**config.mk**
```make
export PLATFORM = sky130hd
export DESIGN_NAME = q_update_engine
export DESIGN_NICKNAME = d
export VERILOG_FILES = /design/src/rtl/q_pkg.sv /design/src/rtl/q_update_engine_row_max.sv /design/src/rtl/q_update_engine.sv
export SDC_FILE = /design/constraint.sdc
export NUM_CORES = 1
export LEC_CHECK = 0
export CORE_MARGIN = 8
export CORE_UTILIZATION = 30
export CTS_CLUSTER_SIZE = 40
export DETAILED_ROUTE_END_ITERATION = 10
export DONT_BUFFER_PORTS = 1
export SYNTH_ARGS = -nofsm -noshare
export SYNTH_HDL_FRONTEND = slang
export SYNTH_HIERARCHICAL = 1
export SYNTH_SLANG_ARGS = --single-unit
```
**constraint.sdc**
```tcl
create_clock -name clk -period 6.73 [get_ports clk]
set_input_delay 1.346 -clock clk [delete_from_list [all_inputs] [get_ports clk]]
set_output_delay 1.346 -clock clk [all_outputs]
set_load 0.01 [all_outputs]
```
**src/rtl/q_pkg.sv**
```systemverilog
// Shared constants and helpers for the Q-learning update engine.
//   Default widths, action field split, fixed pipeline latency,
//   and a generic signed saturation helper.
package q_pkg;

   localparam int unsigned L_WIDTH_DEF  = 4;
   localparam int unsigned Q_WIDTH_DEF  = 16;
   localparam int unsigned N_LEVEL      = 2**(L_WIDTH_DEF/2);
   localparam int unsigned A_ROAD_WIDTH = 2;
   localparam int unsigned A_DUR_WIDTH  = L_WIDTH_DEF/2;
   localparam int unsigned D_WIDTH      = Q_WIDTH_DEF*N_LEVEL;
   localparam int unsigned N_ROAD       = 4;
   localparam int unsigned QUPD_LAT     = 4;
   localparam int unsigned SAT_W        = 64;

   // Clamp a wide signed value into the signed range of a w-bit number.
   function automatic logic signed [SAT_W-1:0] sat_signed(
      input logic signed [SAT_W-1:0] x,
      input int unsigned             w
   );
      logic signed [SAT_W-1:0] hi;
      logic signed [SAT_W-1:0] lo;
      hi = (64'sd1 <<< (w - 1)) - 64'sd1;
      lo = -hi - 64'sd1;
      if (x > hi)      return hi;
      else if (x < lo) return lo;
      else             return x;
   endfunction

endpackage

```
**src/rtl/q_update_engine_row_max.sv**
```systemverilog
// Combinational signed maximum of the N_LEVEL Q-value fields of one row.
//   row   : N_LEVEL packed Q_WIDTH fields, field i at bits [i*Q_WIDTH +: Q_WIDTH]
//   max_c : signed maximum of the fields
module row_max
   import q_pkg::*;
#(
   parameter int unsigned Q_WIDTH = Q_WIDTH_DEF,
   parameter int unsigned N_LEVEL = 4
) (
   input  logic [Q_WIDTH*N_LEVEL-1:0] row,
   output logic signed [Q_WIDTH-1:0]  max_c
);

   // Linear scan; only the value matters so tie order is irrelevant.
   always_comb begin
      max_c = row[Q_WIDTH-1:0];
      for (int unsigned i = 1; i < N_LEVEL; i++) begin
         if ($signed(row[i*Q_WIDTH +: Q_WIDTH]) > max_c) begin
            max_c = row[i*Q_WIDTH +: Q_WIDTH];
         end
      end
   end

endmodule

```
**src/rtl/q_update_engine.sv**
```systemverilog
// Four-stage pipelined Q-learning update:
//   Q_new = sat(Q(s,a) + alpha*(R + gamma*max Q(s',.) - Q(s,a)))
// Ports:
//   clk, rst          : clock, asynchronous active-low reset
//   in_valid, flush   : input strobe, synchronous drop of all in-flight updates
//   cnt_clr           : synchronous clear of upd_cnt (wins over increment)
//   A, S, R, term     : action {road,dur}, state, signed reward, terminal s'
//   D_cur0..3         : current-state rows per road, D_nxt0..3 : next-state rows
//   Q_new, A_out, S_out, out_valid : aligned result, out_valid is the write enable
//   upd_cnt           : number of out_valid pulses, wraps
module q_update_engine
   import q_pkg::*;
#(
   parameter int unsigned L_WIDTH     = L_WIDTH_DEF,
   parameter int unsigned Q_WIDTH     = Q_WIDTH_DEF,
   parameter int unsigned R_WIDTH     = 16,
   parameter int unsigned ALPHA_SHIFT = 3,
   parameter int unsigned GAMMA_SHIFT = 3,
   parameter int unsigned CNT_WIDTH   = 32
) (
   input  logic                                   clk,
   input  logic                                   rst,
   input  logic                                   in_valid,
   input  logic                                   flush,
   input  logic                                   cnt_clr,
   input  logic [L_WIDTH/2+A_ROAD_WIDTH-1:0]      A,
   input  logic [2*L_WIDTH-1:0]                   S,
   input  logic signed [R_WIDTH-1:0]              R,
   input  logic                                   term,
   input  logic [Q_WIDTH*(2**(L_WIDTH/2))-1:0]    D_cur0,
   input  logic [Q_WIDTH*(2**(L_WIDTH/2))-1:0]    D_cur1,
   input  logic [Q_WIDTH*(2**(L_WIDTH/2))-1:0]    D_cur2,
   input  logic [Q_WIDTH*(2**(L_WIDTH/2))-1:0]    D_cur3,
   input  logic [Q_WIDTH*(2**(L_WIDTH/2))-1:0]    D_nxt0,
   input  logic [Q_WIDTH*(2**(L_WIDTH/2))-1:0]    D_nxt1,
   input  logic [Q_WIDTH*(2**(L_WIDTH/2))-1:0]    D_nxt2,
   input  logic [Q_WIDTH*(2**(L_WIDTH/2))-1:0]    D_nxt3,
   output logic signed [Q_WIDTH-1:0]              Q_new,
   output logic [L_WIDTH/2+A_ROAD_WIDTH-1:0]      A_out,
   output logic [2*L_WIDTH-1:0]                   S_out,
   output logic                                   out_valid,
   output logic [CNT_WIDTH-1:0]                   upd_cnt
);

   localparam int unsigned N_LEV = 2**(L_WIDTH/2);
   localparam int unsigned DUR_W = L_WIDTH/2;
   localparam int unsigned A_W   = DUR_W + A_ROAD_WIDTH;
   localparam int unsigned S_W   = 2*L_WIDTH;
   localparam int unsigned D_W   = Q_WIDTH*N_LEV;
   localparam int unsigned T_W   = Q_WIDTH + 3;

   logic [D_W-1:0]            cur_rows  [N_ROAD];
   logic [D_W-1:0]            nxt_rows  [N_ROAD];
   logic signed [Q_WIDTH-1:0] row_max_c [N_ROAD];
   logic [A_ROAD_WIDTH-1:0]   road_c;
   logic [DUR_W-1:0]          dur_c;
   logic signed [Q_WIDTH-1:0] q_sel_c;
   logic signed [Q_WIDTH-1:0] m_all_c;
   logic signed [T_W-1:0]     td_c;
   logic signed [T_W-1:0]     sum_c;
   logic signed [Q_WIDTH-1:0] q_new_c;

   logic [QUPD_LAT-1:0]       v;
   logic signed [Q_WIDTH-1:0] q_c0, q_c1, q_c2;
   logic signed [Q_WIDTH-1:0] m0 [N_ROAD];
   logic signed [Q_WIDTH-1:0] m1;
   logic signed [Q_WIDTH-1:0] r0, r1;
   logic signed [T_W-1:0]     td2;
   logic                      term0;
   logic [A_W-1:0]            a0, a1, a2;
   logic [S_W-1:0]            s0, s1, s2;

   assign cur_rows[0] = D_cur0;
   assign cur_rows[1] = D_cur1;
   assign cur_rows[2] = D_cur2;
   assign cur_rows[3] = D_cur3;
   assign nxt_rows[0] = D_nxt0;
   assign nxt_rows[1] = D_nxt1;
   assign nxt_rows[2] = D_nxt2;
   assign nxt_rows[3] = D_nxt3;

   // Per-road maximum of the next-state rows.
   for (genvar r = 0; r < N_ROAD; r++) begin : g_row
      row_max #(.Q_WIDTH(Q_WIDTH), .N_LEVEL(N_LEV)) u_row_max (
         .row   (nxt_rows[r]),
         .max_c (row_max_c[r])
      );
   end

   // Current Q(s,a) selected by road and duration fields of the action.
   assign road_c  = A[A_W-1 -: A_ROAD_WIDTH];
   assign dur_c   = A[DUR_W-1:0];
   assign q_sel_c = cur_rows[road_c][dur_c*Q_WIDTH +: Q_WIDTH];

   // Maximum across roads of the stage-0 per-road maxima.
   always_comb begin
      m_all_c = m0[0];
      for (int unsigned r = 1; r < N_ROAD; r++) begin
         if (m0[r] > m_all_c) m_all_c = m0[r];
      end
   end

   // Wide temporal difference: gamma*M realised as M - (M >>> GAMMA_SHIFT).
   assign td_c    = T_W'(r1) + T_W'(m1) - T_W'(m1 >>> GAMMA_SHIFT) - T_W'(q_c1);
   assign sum_c   = T_W'(q_c2) + (td2 >>> ALPHA_SHIFT);
   assign q_new_c = Q_WIDTH'(sat_signed(SAT_W'(sum_c), Q_WIDTH));

   // Valid shift chain and payload pipeline; payload loads every cycle.
   always_ff @(posedge clk or negedge rst) begin
      if (!rst) begin
         v     <= '0;
         q_c0  <= '0;
         q_c1  <= '0;
         q_c2  <= '0;
         for (int unsigned r = 0; r < N_ROAD; r++) m0[r] <= '0;
         m1    <= '0;
         r0    <= '0;
         r1    <= '0;
         td2   <= '0;
         term0 <= 1'b0;
         a0    <= '0;
         a1    <= '0;
         a2    <= '0;
         s0    <= '0;
         s1    <= '0;
         s2    <= '0;
         Q_new <= '0;
         A_out <= '0;
         S_out <= '0;
      end else begin
         v     <= flush ? '0 : {v[QUPD_LAT-2:0], in_valid};
         q_c0  <= q_sel_c;
         for (int unsigned r = 0; r < N_ROAD; r++) m0[r] <= row_max_c[r];
         r0    <= Q_WIDTH'(R);
         term0 <= term;
         a0    <= A;
         s0    <= S;
         m1    <= term0 ? '0 : m_all_c;
         q_c1  <= q_c0;
         r1    <= r0;
         a1    <= a0;
         s1    <= s0;
         td2   <= td_c;
         q_c2  <= q_c1;
         a2    <= a1;
         s2    <= s1;
         Q_new <= q_new_c;
         A_out <= a2;
         S_out <= s2;
      end
   end

   assign out_valid = v[QUPD_LAT-1];

   // Update counter; clear wins over increment.
   always_ff @(posedge clk or negedge rst) begin
      if (!rst)           upd_cnt <= '0;
      else if (cnt_clr)   upd_cnt <= '0;
      else if (out_valid) upd_cnt <= upd_cnt + CNT_WIDTH'(1);
   end

endmodule

```
==> flow_metrics.tcl <==
set metrics [dict create \
    setup_viol 1 \
    critPathCaptureType "register" \
    crit_type "in2reg" \
    wirelength_mm 81.5 \
    numCtsBuffers 34 \
    critPathLaunchType "input port" \
    ys_seq_area_share_pct 31.2 \
    setup_tns_ns -0.0308 \
    final_net_count 3399 \
    ys_warn_count 6 \
    instances_no_fill 3557 \
    drive_gt1_share_pct 29.1 \
    fin_util_pct 38.3 \
    outcome "complete, but fails checks" \
    synth_common_cells "dfrtp_1, ha_1, inv_1" \
    peakVddDrop_mv 0.245 \
    hold_violations 0 \
    die_area_mm2 0.0831 \
    drv_cap 0 \
    critPathBufInv 4 \
    synth_top_area_cell "dfrtp_1" \
    cts_htree_levels 2 \
    die_w_um 288 \
    async_flop_share_pct 100 \
    dp_hpwl_mm 67.8 \
    max_clock_freq_mhz 148 \
    cpPeakStageDelay_ns 0.58 \
    area_delta_synth_final_pct 27.3 \
    grt_pass1_wl_mm 120 \
    yosysMostFrequentCell "dfrtp_1" \
    crit_top_cell "o21a_1" \
    grt_setup_unrepaired "true" \
    place_congestion 0.956 \
    insertion_delay_ns 0.54 \
    ant_nets 0 \
    clock_sinks 277 \
    critPathArrivalTime_ns 7.22 \
    r2r-end "m1[15]" \
    crit_start "D_nxt3[12]" \
    total_power_w 0.0113 \
    crit_fanout 8 \
    syn_area_mm2 0.0222 \
    clock_skew_ns 0.0248 \
    slew_viol_final 0 \
    coreArea_mm2 0.0739 \
    crit_family "compound AO/OA/AOI/OAI gates" \
    synth_edf_count 0 \
    dp.cells 3444 \
    ctsHoldBuffers 0 \
    drt_iter0_markers 1033 \
    clockRootBuffer "clkbuf_16" \
    overflow 0 \
    ctsLongestPathBuffers 3 \
    synthesis.nets 3093 \
    r2r_cells 27 \
    ys_ff_latch 277 \
    cp_num_cells 31 \
    critical_path_required_ns 7.19 \
    port_buffers 0 \
    hold_path_class "reg2reg" \
    grt_pass1_vias 19900 \
    top_register "m0" \
    drt_first_pass_iters 5 \
    failed_checks "setup timing" \
    power_density_mw_per_mm2 399 \
    vias_per_cell 5.35 \
    start_util_pct 30.1 \
    seq_area_mm2 0.00693 \
    synth_top_area_share_pct 31.2 \
    reg_top3 "m0 (64), upd_cnt (32)" \
    grt_max_degree 278 \
    syn-instance-count 2246 \
    max_slew_margin_pct 24.3 \
    n_fill_cell 7160 \
    r2r_slack_ns 0.44 \
    ios 607 \
    rows 100 \
    setup_slack_ns -0.0308 \
    wl_per_cell_um 22.9 \
    synth_cell_types 93 \
    p_leak_nw 12.5 \
    reg2reg_from "m0[55]" \
    num_vias 19000 \
    synthTopCellsByArea "dfrtp_1, ha_1, mux4_2, o21ai_0, inv_1" \
    cp-endpoint "m0[14]" \
    drcViolationCount 0 \
    track_usage_pct 18.6 \
    cts_tree "yes" \
    multi_input_area_mm2 0.0151 \
    period_share_pct 100 \
    fin_crit_ns 6.76 \
    antenna_found_initial 17 \
    avgSynthCellArea_um2 9.90 \
    synth-main-ff-cell "dfrtp_1" \
    crit_path_top_delay_cell "or4_4" \
    cts.clk_slew.worst_paths_ns 0.06 \
    die_height_um 288 \
    largest_reg_flops 64 \
    worstMarginPinSlew_ns 1.14 \
]
[stage by stage]
stage                     hold slack, ns  cell area, µm²  setup WS, ns
after floorplan                    0.331           22900        -0.454
after global placement             0.332           26100        -0.732
after detailed placement           0.335           26100        -0.778
after CTS                          0.346           27600       0.00518
after global routing               0.351           28300        -0.213
final                              0.344           28300       -0.0308
[kinds of logic after synthesis]
kind of cell / after synthesis / share of synthesized area, %
compound gates: 638 / 19.1
simple gates: 511 / 12.1
buf+inv: 330 / 6.04
fa+ha+maj: 318 / 18.8
flops: 277 / 31.2
mux: 122 / 10.9
xor+xnor: 50 / 1.97
[where the power goes]
part	leakage (nW)	total [W]	internal (W)	switching (W)
Clock	0.567	0.00188	0.00115	0.000737
Combinational	8.60	0.00698	0.00336	0.00362
Sequential	3.34	0.00243	0.00210	0.000330
Total	12.5	0.0113	0.00662	0.00468
[cell type report]
type | instances | area share (%)
repair buffers | 360 | 10.2
clock buffers | 41 | 3.28
flip-flops and latches | 277 | 24.5
diodes | 12 | 0.106
multi-input cells | 1641 | 53.4
clock inverters | 19 | 0.835
well taps | 969 | 4.28
inverters | 238 | 3.43
[layout by cell type, fill, tap and decap left out, types with 33 or more instances in the layout]
cell,Yosys,routed
a21o_1,38,38
a21oi_1,126,114
buf_4,3,333
clkbuf_16,0,35
dfrtp_1,277,277
ha_1,269,235
ha_4,0,33
inv_1,238,214
mux4_2,80,80
nand2_1,128,119
nand3_1,51,46
nand4_1,43,43
nor2_1,99,93
nor2b_1,45,43
o21ai_0,186,129
o21ai_1,20,47
[routing by layer]
layer	vias to the layer above	share of wire, %	track usage, %
li1	8879	-	-
met1	9328	40	22.9
met2	668	47	31.2
met3	137	9.4	5.86
met4	4	3.2	5.31
met5	-	0.033	0
[worst min-delay path by stage]
stage,startpoint,to,cells past startpoint
after floorplan,a2[0],A_out[0],0
after global placement,a0[1],a1[1],0
after detailed placement,a2[3],A_out[3],0
after CTS,r0[10],r1[10],0
after global routing,s2[4],S_out[4],0
final,r0[10],r1[10],0
[what timing repair did]
action                                  CTS  global route
pin swaps                                14            53
endpoints found under the setup margin   19            80
gates cloned                              5             0
resized for setup                        47           149
setup buffers                            14            26
hold endpoints to repair                  0             0
Note: power is estimated with default switching activity, not from simulation.
